--- config.mk ---
export PLATFORM = sky130hd
export DESIGN_NAME = display_scan_controller_flat
export DESIGN_NICKNAME = d
export VERILOG_FILES = /design/src/rtl/display_scan_controller_if.sv /design/src/rtl/display_scan_controller.sv /design/src/flat_wrapper.sv
export SDC_FILE = /design/constraint.sdc
export NUM_CORES = 1
export LEC_CHECK = 0
export BUFFER_PORTS_ARGS = -buffer_cell sky130_fd_sc_hd__buf_4
export CAP_MARGIN = 20
export CORE_ASPECT_RATIO = 1.75
export CORE_UTILIZATION = 55
export DETAILED_ROUTE_END_ITERATION = 6
export GPL_TIMING_DRIVEN = 0
export PLACE_DENSITY = 0.73
export SETUP_SLACK_MARGIN = 0.05
export SLEW_MARGIN = 10
export SYNTH_ARGS = -nofsm -noshare
export SYNTH_HDL_FRONTEND = slang
export SYNTH_SLANG_ARGS = --single-unit
export TNS_END_PERCENT = 1
--- constraint.sdc ---
create_clock -name clock -period 5.1 [get_ports clock]
set_input_delay 1.53 -clock clock [delete_from_list [all_inputs] [get_ports clock]]
set_output_delay 1.53 -clock clock [all_outputs]
set_load 0.01 [all_outputs]
--- src/rtl/display_scan_controller_if.sv ---
// Value-side and display-side signals of the scan controller, bundled so the
// producer and the controller share one port list.
interface display_scan_controller_if #(
  parameter int DIGITS = 4
);
  logic                  enable;
  logic                  load;
  logic [4*DIGITS-1:0]   value;
  logic                  lz_blank;
  logic [3:0]            bcd_out;
  logic [DIGITS-1:0]     digit_sel;
  logic                  frame_done;

  modport master (
    output enable, load, value, lz_blank,
    input  bcd_out, digit_sel, frame_done
  );

  modport slave (
    input  enable, load, value, lz_blank,
    output bcd_out, digit_sel, frame_done
  );
endinterface

--- src/rtl/display_scan_controller.sv ---
// Multiplexes one BCD-to-7-segment decoder over DIGITS positions with a dark
// guard at the start of each slot, leading-zero blanking and frame-aligned updates.

// One link of the leading-zero chain: stays high only while this nibble and
// every more-significant nibble are zero.
module display_scan_lz_lane (
  input  logic [3:0] nib,
  input  logic       zero_hi,
  output logic       zero_out
);
  assign zero_out = zero_hi & (nib == 4'd0);
endmodule

module display_scan_controller #(
  parameter int DIGITS   = 4,
  parameter int SCAN_DIV = 50000,
  parameter int GUARD    = 16
) (
  input  logic                      clock,
  input  logic                      reset,
  display_scan_controller_if.slave  bus
);
  localparam int CNT_W = $clog2(SCAN_DIV);
  localparam int IDX_W = $clog2(DIGITS);

  typedef enum logic [1:0] {S_IDLE, S_GUARD, S_SHOW} state_t;

  state_t                  state;
  logic [CNT_W-1:0]        cnt;
  logic [IDX_W-1:0]        idx;
  logic [DIGITS-1:0][3:0]  shadow;
  logic [DIGITS-1:0][3:0]  disp;
  logic [3:0]              bcd_q;
  logic [DIGITS-1:0]       sel_q;
  logic                    fd_q;

  logic [DIGITS:1]         zero_chain;
  logic [DIGITS-1:0]       show_ok;

  assign zero_chain[DIGITS] = 1'b1;
  assign show_ok[0]         = 1'b1;

  for (genvar i = 1; i < DIGITS; i++) begin : g_lane
    display_scan_lz_lane u_lane (
      .nib      (disp[i]),
      .zero_hi  (zero_chain[i+1]),
      .zero_out (zero_chain[i])
    );
    assign show_ok[i] = ~(bus.lz_blank & zero_chain[i]);
  end

  always_ff @(posedge clock) begin
    if (reset) begin
      state  <= S_IDLE;
      cnt    <= '0;
      idx    <= '0;
      shadow <= '0;
      disp   <= '0;
      bcd_q  <= 4'hF;
      sel_q  <= '0;
      fd_q   <= 1'b0;
    end else begin
      bcd_q <= 4'hF;
      sel_q <= '0;
      fd_q  <= 1'b0;
      if (bus.load) shadow <= bus.value;
      if (!bus.enable) begin
        state <= S_IDLE;
        cnt   <= '0;
        idx   <= '0;
      end else begin
        case (state)
          S_IDLE: begin
            cnt   <= '0;
            idx   <= '0;
            state <= S_GUARD;
          end
          S_GUARD: begin
            cnt <= cnt + CNT_W'(1);
            if (cnt == CNT_W'(GUARD - 1)) state <= S_SHOW;
          end
          S_SHOW: begin
            if (show_ok[idx]) begin
              sel_q <= DIGITS'(1) << idx;
              bcd_q <= disp[idx];
            end
            if (cnt == CNT_W'(SCAN_DIV - 1)) begin
              cnt   <= '0;
              state <= S_GUARD;
              // Last lit cycle of the top digit: swap in the new frame here so
              // a frame never mixes old and new digits.
              if (idx == IDX_W'(DIGITS - 1)) begin
                idx  <= '0;
                disp <= shadow;
                fd_q <= 1'b1;
              end else begin
                idx <= idx + IDX_W'(1);
              end
            end else begin
              cnt <= cnt + CNT_W'(1);
            end
          end
          default: state <= S_IDLE;
        endcase
      end
    end
  end

  assign bus.bcd_out    = bcd_q;
  assign bus.digit_sel  = sel_q;
  assign bus.frame_done = fd_q;
endmodule
--- src/flat_wrapper.sv ---
// flat-port wrapper written by rule: the top's interface ports become plain ports
module display_scan_controller_flat 
#(
  parameter int DIGITS   = 4,
  parameter int SCAN_DIV = 50000,
  parameter int GUARD    = 16
)
  (clock, reset, bus_enable, bus_load, bus_value, bus_lz_blank, bus_bcd_out, bus_digit_sel, bus_frame_done);
  display_scan_controller_if #(.DIGITS(DIGITS)) bus_i ();
  input  logic clock;
  input  logic reset;
  input wire logic [$bits(bus_i.enable)-1:0] bus_enable;
  input wire logic [$bits(bus_i.load)-1:0] bus_load;
  input wire logic [$bits(bus_i.value)-1:0] bus_value;
  input wire logic [$bits(bus_i.lz_blank)-1:0] bus_lz_blank;
  output wire logic [$bits(bus_i.bcd_out)-1:0] bus_bcd_out;
  output wire logic [$bits(bus_i.digit_sel)-1:0] bus_digit_sel;
  output wire logic [$bits(bus_i.frame_done)-1:0] bus_frame_done;
  assign bus_i.enable = bus_enable;
  assign bus_i.load = bus_load;
  assign bus_i.value = bus_value;
  assign bus_i.lz_blank = bus_lz_blank;
  assign bus_bcd_out = bus_i.bcd_out;
  assign bus_digit_sel = bus_i.digit_sel;
  assign bus_frame_done = bus_i.frame_done;
  display_scan_controller #(.DIGITS(DIGITS), .SCAN_DIV(SCAN_DIV), .GUARD(GUARD)) u_core (.clock(clock), .reset(reset), .bus(bus_i));
endmodule
==> summary.md <==
| Metric | Value |
|---|---|
| Status | `finished clean` |
| # IOs | `30` |
| DRT iter0 DRCs | `between 50 and 60` |
| #FFs+latches synth | `61` |
| Syn Std Cell Area | `~2700 µm²` |
| Fin area | `about 3200 µm²` |
| Cells after Synth | `around 310` |
| Sequential share of power | `48.8%` |
| Syn_nets | `around 340` |
| Crit path max-delay family | `simple AND/OR/NAND/NOR gates` |
| CTS resizes | `0` |
| Worst VDD drop | `0.2953 mV` |
| Die width | `around 55 µm` |
| Syn_area_per_cell | `roughly 8.7 µm²` |
| Synth Flop Type | `dfxtp_1` |
| Number of fill cells | `approximately 420` |
| Power share of the combinational group | `between 4 and 5%` |
| Post-synth EDFFs | `0` |
| Routed wire length | `6358 µm` |
| Slew margin rel. | `around half` |
| Post-CTS setup buffers | `0` |
| Critical path arrival | `~3.2 ns` |
| Final Skew | `between 0.01 and 0.015 ns` |
| Clock network power share | `between 40% and 50%` |
| Leakage | `0.001213 µW` |
| Wirelength per Cell | `15.58 µm` |
| MaxCap Viol Count | `0` |
| Design Power | `around 1000 µW` |
| P_int | `780.3 µW` |
| CTS tree | `done` |
| Ant. Diodes | `0` |
| Worst-path fanout max | `10` |
| DR vias | `2,395` |
| Count of clock tree sinks | `roughly 60` |
| Grt total ovfl | `0` |
| CP Buf/Inv Count | `2` |
| Root Buffer | `clkbuf_8` |
| CP Cell Sequence | `clkbuf_1, nor4bb_1, o311ai_0, nand3_1, buf_2, a41oi_1, a31oi_1` |
| Worst EP required | `~5.4 ns` |
| Tmin final | `approximately 2.9 ns` |
| Max clock buf depth | `2` |
| Initial Util | `between 50 and 60%` |
| Reg2reg path depth | `6` |
| H-Tree Depth | `3` |
| Hold Vio Cnt, Final | `0` |
| Placer congestion estimate | `roughly 0.87` |
| Period utilisation layout | `56.06%` |
| Sw Ratio | `approximately 22%` |
| Largest net degree at the start of global routing | `12` |
| Hold_sp | `u_core.shadow[15]` |
| Reg2reg setup slack | `~2.8 ns` |
| Nets | `between 300 and 400` |
| Full die area | `roughly 5200 µm²` |
| Switching power total | `around 220 µW` |
| Share of layout cells above drive strength 1 | `between 15 and 20%` |
| DRT Pass-1 Iters | `4` |
| Critical Path Stages | `7` |
| CP max stage delay | `between 0.4 and 0.5 ns` |
| Core Rows | `33` |
| Post-CTS Hold Buffers | `0` |
| RSZ-0062 raised after global routing | `false` |
| Cts bufs inserted | `9` |
| GR Util All Layers | `around 28%` |
| Number of global-route vias before repair | `2,321` |
| Crit start category | `primary input` |
| Worst R2R Start | `u_core.cnt[11]` |
| Dpl cell area | `between 2000 and 3000 µm²` |
| Kind of critical path | `in -> reg` |
| Synth top cells by count | `dfxtp_1 (61), nand2_1 (54), nor2_1 (38), a21oi_1 (25), mux2i_1 (16)` |
| Worst Setup SP | `reset` |
| Asr flop ratio synth | `0%` |
| Area delta synth->final | `17.80%` |
| PortBufs | `27` |
| Synth top area cells | `dfxtp_1 (45%), nand2_1 (7.5%), mux2i_1 (5.9%)` |
| First-pass GRT wire length | `~10,000 µm` |
| Core area | `approximately 4700 µm²` |
| PwrDens | `roughly 310 nW/µm²` |
| Post-DRT Antenna Nets | `0` |
| Residual DRC | `0` |
| Max-slew violations | `0` |
| Clock-pin slew on the worst setup and hold paths | `approximately 0.07 ns` |
| Hpwl dp | `roughly 4700 µm` |
| Vias/cell | `about 5.9` |
| Min-delay worst type | `reg -> reg` |
| CP Capture Type | `flop` |
| Top-count cell post-synth | `dfxtp_1` |
| Die height | `~95 µm` |
| Register area share after synthesis | `between 40% and 50%` |
| Final setup vio count | `0` |
| Netlist cell types | `42` |
| Worst hold path depth | `2` |
| Yosys top cell by area | `dfxtp_1` |
| Top-area cell type share of the netlist area | `45.02%` |
| Clock Latency Late Sink | `approximately 0.35 ns` |
| Synth Warn # | `0` |
| Initial antenna violation count | `0` |
| Worst Max-Slew Pin Slew | `between 0.7 and 0.8 ns` |
| Post-route setup TNS | `0 ns` |
| Slowest CP cell | `nor4bb_1` |
| Max Freq | `349.7 MHz` |
final cells by class:
cell class / instances / area (µm²) / area share, %
multi-input combinational: 229 / 1393 / 43.58
sequential: 61 / 1221 / 38.21
timing repair buffer: 27 / 202.7 / 6.343
clock buffer: 10 / 127.6 / 3.994
clock inverter: 6 / 87.58 / 2.741
buffer: 16 / 72.57 / 2.271
tap: 52 / 65.06 / 2.036
inverter: 7 / 26.28 / 0.8222
stage by stage:
stage	std cells	worst slack, ns	util, %	hold slack [ns]
after global placement	392	1.925	63.32	0.4435
after CTS	408	2.263	67.89	0.4469
final	408	2.241	67.89	0.4438
after detailed placement	392	1.905	63.32	0.4472
after global routing	408	2.086	67.89	0.4761
after floorplan	313	2.225	-	0.4289
cell usage in the layout, fill, tap and decap left out, types with 2 or more instances in the layout:
cell        n
buf_4      30
clkinv_4    2
mux4_2      4
nor3b_1     3
inv_1       7
nand4_1     7
mux2i_1    16
nor4_1      3
xor2_1      5
nand3b_1    2
or4b_1      2
or4_1       5
nor2_1     38
a31oi_1     4
nand2b_1    2
nand3_1    14
o21ai_0     6
o211ai_1    3
clkbuf_1   13
clkinv_2    2
dfxtp_1    61
a22o_1      2
clkbuf_8    9
a21oi_1    25
nor3_1      5
nand2_1    54
or2_2       4
o311ai_0    3
ha_1        7
bufinv_16   2
state kept, by name, indices dropped and copies added (netlist names):
signal / cells
u_core.cnt: 16
u_core.disp: 16
u_core.shadow: 16
u_core.bus.bcd_out: 4
u_core.bus.digit_sel: 4
u_core.idx: 2
u_core.state: 2
u_core.bus.frame_done: 1
power groups by stage:
stage	sequential (µW)	clock, µW	combinational (µW)
finish	489	471	42.9
global route	490	498	48.0
CTS	489	477	43.2
detailed placement	500	0	42.7
global placement	499	0	41.9
floorplan	498	0	25.2
final timing paths:
check	endpoint
max	u_core.cnt[15]
min	u_core.disp[15]
max reg2reg	u_core.disp[15]
min reg2reg	u_core.disp[15]
kinds of logic after synthesis:
family	count (synthesis)	synth area share, %
muxes	21	9.640
buffers and inverters	23	3.644
AOI/OAI and AO/OA	50	11.12
DFF	61	45.02
and+or+nand+nor	146	25.74
xor gates and xnor gates	5	1.614
adders and majority gates	7	3.229
layer usage:
metal  share of wire [%]  global-route usage, %  wire length (µm)
met2                  55                  50.90              3487
met5                   0                      0                 0
met3                 4.5                  7.568               286
met1                  37                  26.05              2356
met4                 3.6                  15.83               227
worst reg2reg max path, cell delays in order, from the launching register on:
cell and delay, ns:
dfxtp_1 0.36, or4_1 0.60, nor3_4 0.36, nand4_1 0.34, clkbuf_1 0.32, nand2_1 0.13
a21oi_1 0.06
Note: power is estimated with default switching activity, not from simulation.
